<file path="src/rtl/microwave_timer_core_pkg.sv">
// Shared definitions for the microwave MM:SS countdown timer.
package microwave_timer_core_pkg;

    localparam int DIGIT_W      = 4;
    localparam int DIGIT_MAX    = 9;
    localparam int SEC_TENS_MAX = 5;

    typedef logic [DIGIT_W-1:0] bcd_t;

    function automatic logic digit_ok(input bcd_t d, input bcd_t max_code);
        return d <= max_code;
    endfunction

endpackage

</file>
<file path="src/rtl/microwave_timer_core_if.sv">
// Key/timebase inputs and BCD display outputs of the timer core.
interface microwave_timer_core_if;
    import microwave_timer_core_pkg::*;

    logic enablen;
    bcd_t D;
    logic loadn;
    logic pgt_1Hz;
    bcd_t min_tens;
    bcd_t min_ones;
    bcd_t sec_tens;
    bcd_t sec_ones;
    logic zero;
    logic done;

    modport master (
        output enablen, D, loadn, pgt_1Hz,
        input  min_tens, min_ones, sec_tens, sec_ones, zero, done
    );

    modport slave (
        input  enablen, D, loadn, pgt_1Hz,
        output min_tens, min_ones, sec_tens, sec_ones, zero, done
    );
endinterface

</file>
<file path="src/rtl/microwave_timer_core_bcd_down_digit.sv">
// One BCD digit: shift-in load, decrement with wrap, borrow out when at 0.
module bcd_down_digit
    import microwave_timer_core_pkg::*;
#(
    parameter int WRAP = DIGIT_MAX
) (
    input  logic clk,
    input  logic clear,
    input  logic shift_en,
    input  bcd_t shift_in,
    input  logic borrow_in,
    output bcd_t q,
    output logic borrow_out
);
    localparam bcd_t WRAP_V = bcd_t'(WRAP);

    bcd_t q_d, q_q;

    always_comb begin
        q_d = q_q;
        if (shift_en) begin
            q_d = shift_in;
        end else if (borrow_in) begin
            q_d = (q_q == '0) ? WRAP_V : q_q - bcd_t'(1);
        end
    end

    always_ff @(posedge clk) begin
        if (clear) q_q <= '0;
        else       q_q <= q_d;
    end

    assign q          = q_q;
    assign borrow_out = borrow_in & (q_q == '0);
endmodule

</file>
<file path="src/rtl/microwave_timer_core.sv">
// Four-digit BCD MM:SS timer: key entry shifts digits left, 1 Hz ticks count down.
module microwave_timer_core
    import microwave_timer_core_pkg::*;
#(
    parameter int SEC_TENS_MAX_P = SEC_TENS_MAX,
    parameter int DIGIT_MAX_P    = DIGIT_MAX
) (
    input  logic                   clk,
    input  logic                   clear,
    microwave_timer_core_if.slave  tif
);
    localparam bcd_t DMAX = bcd_t'(DIGIT_MAX_P);

    logic loadn_d, loadn_q;
    logic pgt_d, pgt_q;
    logic done_d, done_q;
    logic load_ev, tick_ev, shift_en, dec_en, zero;
    logic b_so, b_st, b_mo, b_mt;
    bcd_t mt, mo, st, so;

    // Edge registers track their inputs in both modes so a mode switch never fakes an edge.
    always_comb begin
        loadn_d  = tif.loadn;
        pgt_d    = tif.pgt_1Hz;
        load_ev  = loadn_q & ~tif.loadn;
        tick_ev  = ~pgt_q & tif.pgt_1Hz;
        zero     = (mt == '0) && (mo == '0) && (st == '0) && (so == '0);
        shift_en = tif.enablen & load_ev & digit_ok(tif.D, DMAX);
        dec_en   = ~tif.enablen & tick_ev & ~zero;
        done_d   = dec_en && (mt == '0) && (mo == '0) && (st == '0) && (so == bcd_t'(1));
    end

    always_ff @(posedge clk) begin
        if (clear) begin
            loadn_q <= 1'b1;
            pgt_q   <= 1'b1;
            done_q  <= 1'b0;
        end else begin
            loadn_q <= loadn_d;
            pgt_q   <= pgt_d;
            done_q  <= done_d;
        end
    end

    bcd_down_digit #(.WRAP(DIGIT_MAX_P)) u_sec_ones (
        .clk(clk), .clear(clear), .shift_en(shift_en), .shift_in(tif.D),
        .borrow_in(dec_en), .q(so), .borrow_out(b_so)
    );

    bcd_down_digit #(.WRAP(SEC_TENS_MAX_P)) u_sec_tens (
        .clk(clk), .clear(clear), .shift_en(shift_en), .shift_in(so),
        .borrow_in(b_so), .q(st), .borrow_out(b_st)
    );

    bcd_down_digit #(.WRAP(DIGIT_MAX_P)) u_min_ones (
        .clk(clk), .clear(clear), .shift_en(shift_en), .shift_in(st),
        .borrow_in(b_st), .q(mo), .borrow_out(b_mo)
    );

    bcd_down_digit #(.WRAP(DIGIT_MAX_P)) u_min_tens (
        .clk(clk), .clear(clear), .shift_en(shift_en), .shift_in(mo),
        .borrow_in(b_mo), .q(mt), .borrow_out(b_mt)
    );

    assign tif.min_tens = mt;
    assign tif.min_ones = mo;
    assign tif.sec_tens = st;
    assign tif.sec_ones = so;
    assign tif.zero     = zero;
    assign tif.done     = done_q;
endmodule

</file>
<file path="src/flat_wrapper.sv">
// flat-port wrapper written by rule: the top's interface ports become plain ports
module microwave_timer_core_flat import microwave_timer_core_pkg::*;
#(
    parameter int SEC_TENS_MAX_P = SEC_TENS_MAX,
    parameter int DIGIT_MAX_P    = DIGIT_MAX
)
  (clk, clear, tif_enablen, tif_D, tif_loadn, tif_pgt_1Hz, tif_min_tens, tif_min_ones, tif_sec_tens, tif_sec_ones, tif_zero, tif_done);
  microwave_timer_core_if tif_i ();
  input  logic clk;
  input  logic clear;
  input wire logic [$bits(tif_i.enablen)-1:0] tif_enablen;
  input wire logic [$bits(tif_i.D)-1:0] tif_D;
  input wire logic [$bits(tif_i.loadn)-1:0] tif_loadn;
  input wire logic [$bits(tif_i.pgt_1Hz)-1:0] tif_pgt_1Hz;
  output wire logic [$bits(tif_i.min_tens)-1:0] tif_min_tens;
  output wire logic [$bits(tif_i.min_ones)-1:0] tif_min_ones;
  output wire logic [$bits(tif_i.sec_tens)-1:0] tif_sec_tens;
  output wire logic [$bits(tif_i.sec_ones)-1:0] tif_sec_ones;
  output wire logic [$bits(tif_i.zero)-1:0] tif_zero;
  output wire logic [$bits(tif_i.done)-1:0] tif_done;
  assign tif_i.enablen = tif_enablen;
  assign tif_i.D = tif_D;
  assign tif_i.loadn = tif_loadn;
  assign tif_i.pgt_1Hz = tif_pgt_1Hz;
  assign tif_min_tens = tif_i.min_tens;
  assign tif_min_ones = tif_i.min_ones;
  assign tif_sec_tens = tif_i.sec_tens;
  assign tif_sec_ones = tif_i.sec_ones;
  assign tif_zero = tif_i.zero;
  assign tif_done = tif_i.done;
  microwave_timer_core #(.SEC_TENS_MAX_P(SEC_TENS_MAX_P), .DIGIT_MAX_P(DIGIT_MAX_P)) u_core (.clk(clk), .clear(clear), .tif(tif_i));
endmodule
</file>
<file path="config.mk">
export PLATFORM = sky130hd
export DESIGN_NAME = microwave_timer_core_flat
export DESIGN_NICKNAME = d
export VERILOG_FILES = /design/src/rtl/microwave_timer_core_pkg.sv /design/src/rtl/microwave_timer_core_if.sv /design/src/rtl/microwave_timer_core_bcd_down_digit.sv /design/src/rtl/microwave_timer_core.sv /design/src/flat_wrapper.sv
export SDC_FILE = /design/constraint.sdc
export NUM_CORES = 1
export LEC_CHECK = 0
export BUFFER_PORTS_ARGS = -buffer_cell sky130_fd_sc_hd__buf_2
export CORE_ASPECT_RATIO = 2
export CORE_MARGIN = 5
export CORE_UTILIZATION = 29
export CTS_CLUSTER_DIAMETER = 150
export DETAILED_ROUTE_END_ITERATION = 7
export GPL_TIMING_DRIVEN = 0
export HOLD_SLACK_MARGIN = 0.12
export PLACE_DENSITY = 0.55
export SLEW_MARGIN = 20
export SYNTH_ARGS = -nofsm -noshare
export SYNTH_HDL_FRONTEND = slang
export SYNTH_SLANG_ARGS = --single-unit
</file>
<file path="constraint.sdc">
create_clock -name clk -period 3.3 [get_ports clk]
set_clock_uncertainty 0.1 [all_clocks]
set_input_delay 0.165 -clock clk [delete_from_list [all_inputs] [get_ports clk]]
set_output_delay 0.165 -clock clk [all_outputs]
set_load 0.02 [all_outputs]
</file>
==> impl_metrics.json <==
{
  "status": "complete, no violations",
  "antenna_found_initial": 0,
  "synth_top_family_by_area": "simple AND/OR/NAND/NOR gates",
  "drive_gt1_share_pct": 28.3,
  "ios": 27,
  "post_cts_buffers": 0,
  "wl_per_cell_um": 16.6,
  "io_buffers": 26,
  "area_growth_pct": 23.1,
  "endpoint": "u_core.u_min_ones.q[2]",
  "synth.distinct_cells": 49,
  "relSlewSlack_pct": 50.7,
  "grt_setup_unrepaired": "no",
  "num_rows": 32,
  "syn_area_per_cell_um2": 8.75,
  "timing.rr.start": "u_core.pgt_q",
  "muxShareOfSynthArea_pct": 1.72,
  "synth-xor-area-share_pct": 0,
  "synth_compound_area_share_pct": 26.3,
  "crit_type": "input pin to flop",
  "synthesis.nets": 142,
  "vias": 1197,
  "grt_pass1_vias": 1255,
  "ant_nets": 0,
  "setup_viol": 0,
  "dr.pass1.iters": 4,
  "ys_ff_latch": 19,
  "reg2reg_to": "u_core.u_min_ones.q[2]",
  "antenna_cells": 0,
  "cts_made_buffers": 3,
  "crit_arrival_ns": 2.41,
  "hold_start": "clear",
  "synthSimpleGateAreaFrac_pct": 32.4,
  "routed_wl_um": 3600,
  "cts_tree": "built",
  "worst_setup_path_start_kind": "input pin",
  "die_w_um": 54.8,
  "required_ns": 3.38,
  "p_leak_nw": 0.545,
  "worst_slew_pin_slew_ns": 0.732,
  "path_max_fanout": 6,
  "cts_root_buf": "clkbuf_8",
  "start_util_pct": 30.0,
  "grt_max_degree": 11,
  "gp_congestion": 0.860,
  "cts_num_sinks": 19,
  "synth_area_leader_cell": "dfxtp_1",
  "fp.dieH_um": 99.6,
  "grtUsageTotal_pct": 14.5,
  "maxCapViolations": 0,
  "cts.clk_slew.worst_paths_ns": 0.08,
  "synthAdderAreaFrac_pct": 0,
  "overflow": 0,
  "insertion_delay_ns": 0.27,
  "final.min_clock_period_ns": 2.33,
  "timing_max_transition_violations_final": 0,
  "yosysWarnings": 0,
  "grt_pass1_wl_um": 5910,
  "ys_async_sr_fraction_pct": 0,
  "dp_slack_ns": 1.19,
  "synthesis.area_um2": 1160,
  "tns_ns": 0,
  "cts_max_path_buffers": 2,
  "finalHoldViolCount": 0,
  "coreArea_um2": 3880,
  "clock.fmax_ghz": 0.430,
  "rrSetupSlack_ns": 1.17,
  "synth_top_flop_cell": "dfxtp_1",
  "hpwl_um": 2750,
  "finalNetCount": 176,
  "postSynthCellCount": 133,
  "fin_ws_ns": 0.975,
  "yosysSeqAreaShare_pct": 32.7,
  "period_share_pct": 70.5,
  "h-tree-depth": 1,
  "power_uw": 616,
  "startpoint": "tif_pgt_1Hz",
  "vias_per_cell": 5.52,
  "drc": 0,
  "utilization_pct": 36.9,
  "fillerInstances": 419,
  "synth_top_cell_area_share_pct": 32.7,
  "ys_top_cells_by_area": "dfxtp_1 33%, a211oi_1 4.5%, nor2_1 4.5%",
  "vdd_drop_max_v": 0.000214,
  "r2r_cells": 4,
  "p_per_area_nw_per_um2": 430,
  "dieArea_um2": 5460,
  "crit_path_end_kind": "flop",
  "synth_edf_count": 0,
  "drt-initial-drc-count": 28,
  "worstHoldPathType": "input pin to flop"
}
timing repair:
item                                    in CTS  in global routing
resized for setup                            0                  0
endpoints found under the setup margin       0                  0
hold endpoints to repair                     3                  0
hold buffers                                 3                  0
stage by stage:
| stage | area [um^2] | hold slack (ns) | cells |
|---|---|---|---|
| global placement | 1360 | 0.272 | 210 |
| CTS | 1430 | 0.129 | 217 |
| floorplan | 1160 | 0.169 | 133 |
| detailed placement | 1360 | 0.277 | 210 |
| global route | 1430 | 0.137 | 217 |
| finish | 1430 | 0.117 | 217 |
state kept, by name, summed over array words and instances (netlist names):
signal	count
u_core.pgt_q	1
u_core.loadn_q	1
u_core.u_min_tens.q	4
u_core.tif.done	1
u_core.u_sec_tens.q	4
u_core.u_min_ones.q	4
u_core.u_sec_ones.q	4
layer usage:
metal	vias up	track usage, %	part of all wire [%]
li1	591	-	-
met1	559	15.7	37
met2	36	24.9	56
met3	11	1.80	3.4
met4	0	8.64	3.8
met5	-	0	0
cell usage in the layout, fill, tap and decap left out, drive strengths merged, types with 3 or more instances in the layout:
master        n
buf          29
dfxtp        19
nor2         14
nor4         11
a21oi         9
inv           7
a211oi        7
nand2         6
o21ai         6
clkbuf        6
or4           4
nand3         3
or2           3
nor3          3
dlygate4sd3   3
a311oi        3
or3           3
layout make-up:
type | instances | area [um^2] | share of cell area [%]
multi-input cells | 101 | 703 | 49.1
plain buffers | 6 | 53.8 | 3.76
flip-flops and latches | 19 | 380 | 26.6
well taps | 51 | 63.8 | 4.45
repair buffers | 29 | 160 | 11.2
clock buffers | 4 | 45.0 | 3.14
inverters | 7 | 26.3 | 1.83
critical path, cell delays in order:
cell	delay (ns)
dlygate4sd3_1	0.52
buf_2	0.10
nor3b_1	0.61
nand3_1	0.31
or3_1	0.44
a311oi_1	0.26
power by group:
part / total, mW / internal [mW] / switching [mW]
Sequential: 0.267 / 0.242 / 0.0243
Combinational: 0.178 / 0.0687 / 0.109
Clock: 0.172 / 0.0862 / 0.0853
Total: 0.616 / 0.397 / 0.218
worst min path at each step:
stage                              to  slack (ns)  cells after the start
2_1_floorplan          u_core.loadn_q        0.17                      1
3_3_place_gp             u_core.pgt_q        0.27                      2
3_5_place_dp             u_core.pgt_q        0.28                      2
4_1_cts        u_core.u_min_ones.q[3]        0.13                      3
5_1_grt        u_core.u_sec_ones.q[0]        0.14                      3
6_report       u_core.u_min_ones.q[3]        0.12                      3
logic make-up (layout without fill, tap and decap cells):
group           after synthesis  count (layout)
buf+inv                      13              46
flops                        19              19
mux                           2               2
compound gates               42              42
simple gates                 57              57
cells in the mapped netlist (2+ instances only):
master / count
nor4_2: 3
or4_1: 2
or4_4: 2
o211ai_1: 2
o21a_1: 2
or2_2: 3
or3_1: 2
dfxtp_1: 19
nand4_1: 2
nand3_1: 3
o21ai_0: 4
a21oi_1: 9
nor2_1: 14
a311oi_1: 2
inv_1: 7
mux2i_1: 2
nand2_1: 6
nor4_4: 2
nor4_1: 6
o21ai_1: 2
buf_6: 3
a211oi_1: 7
nor3_1: 3
Power figures use the tool's default switching activity.
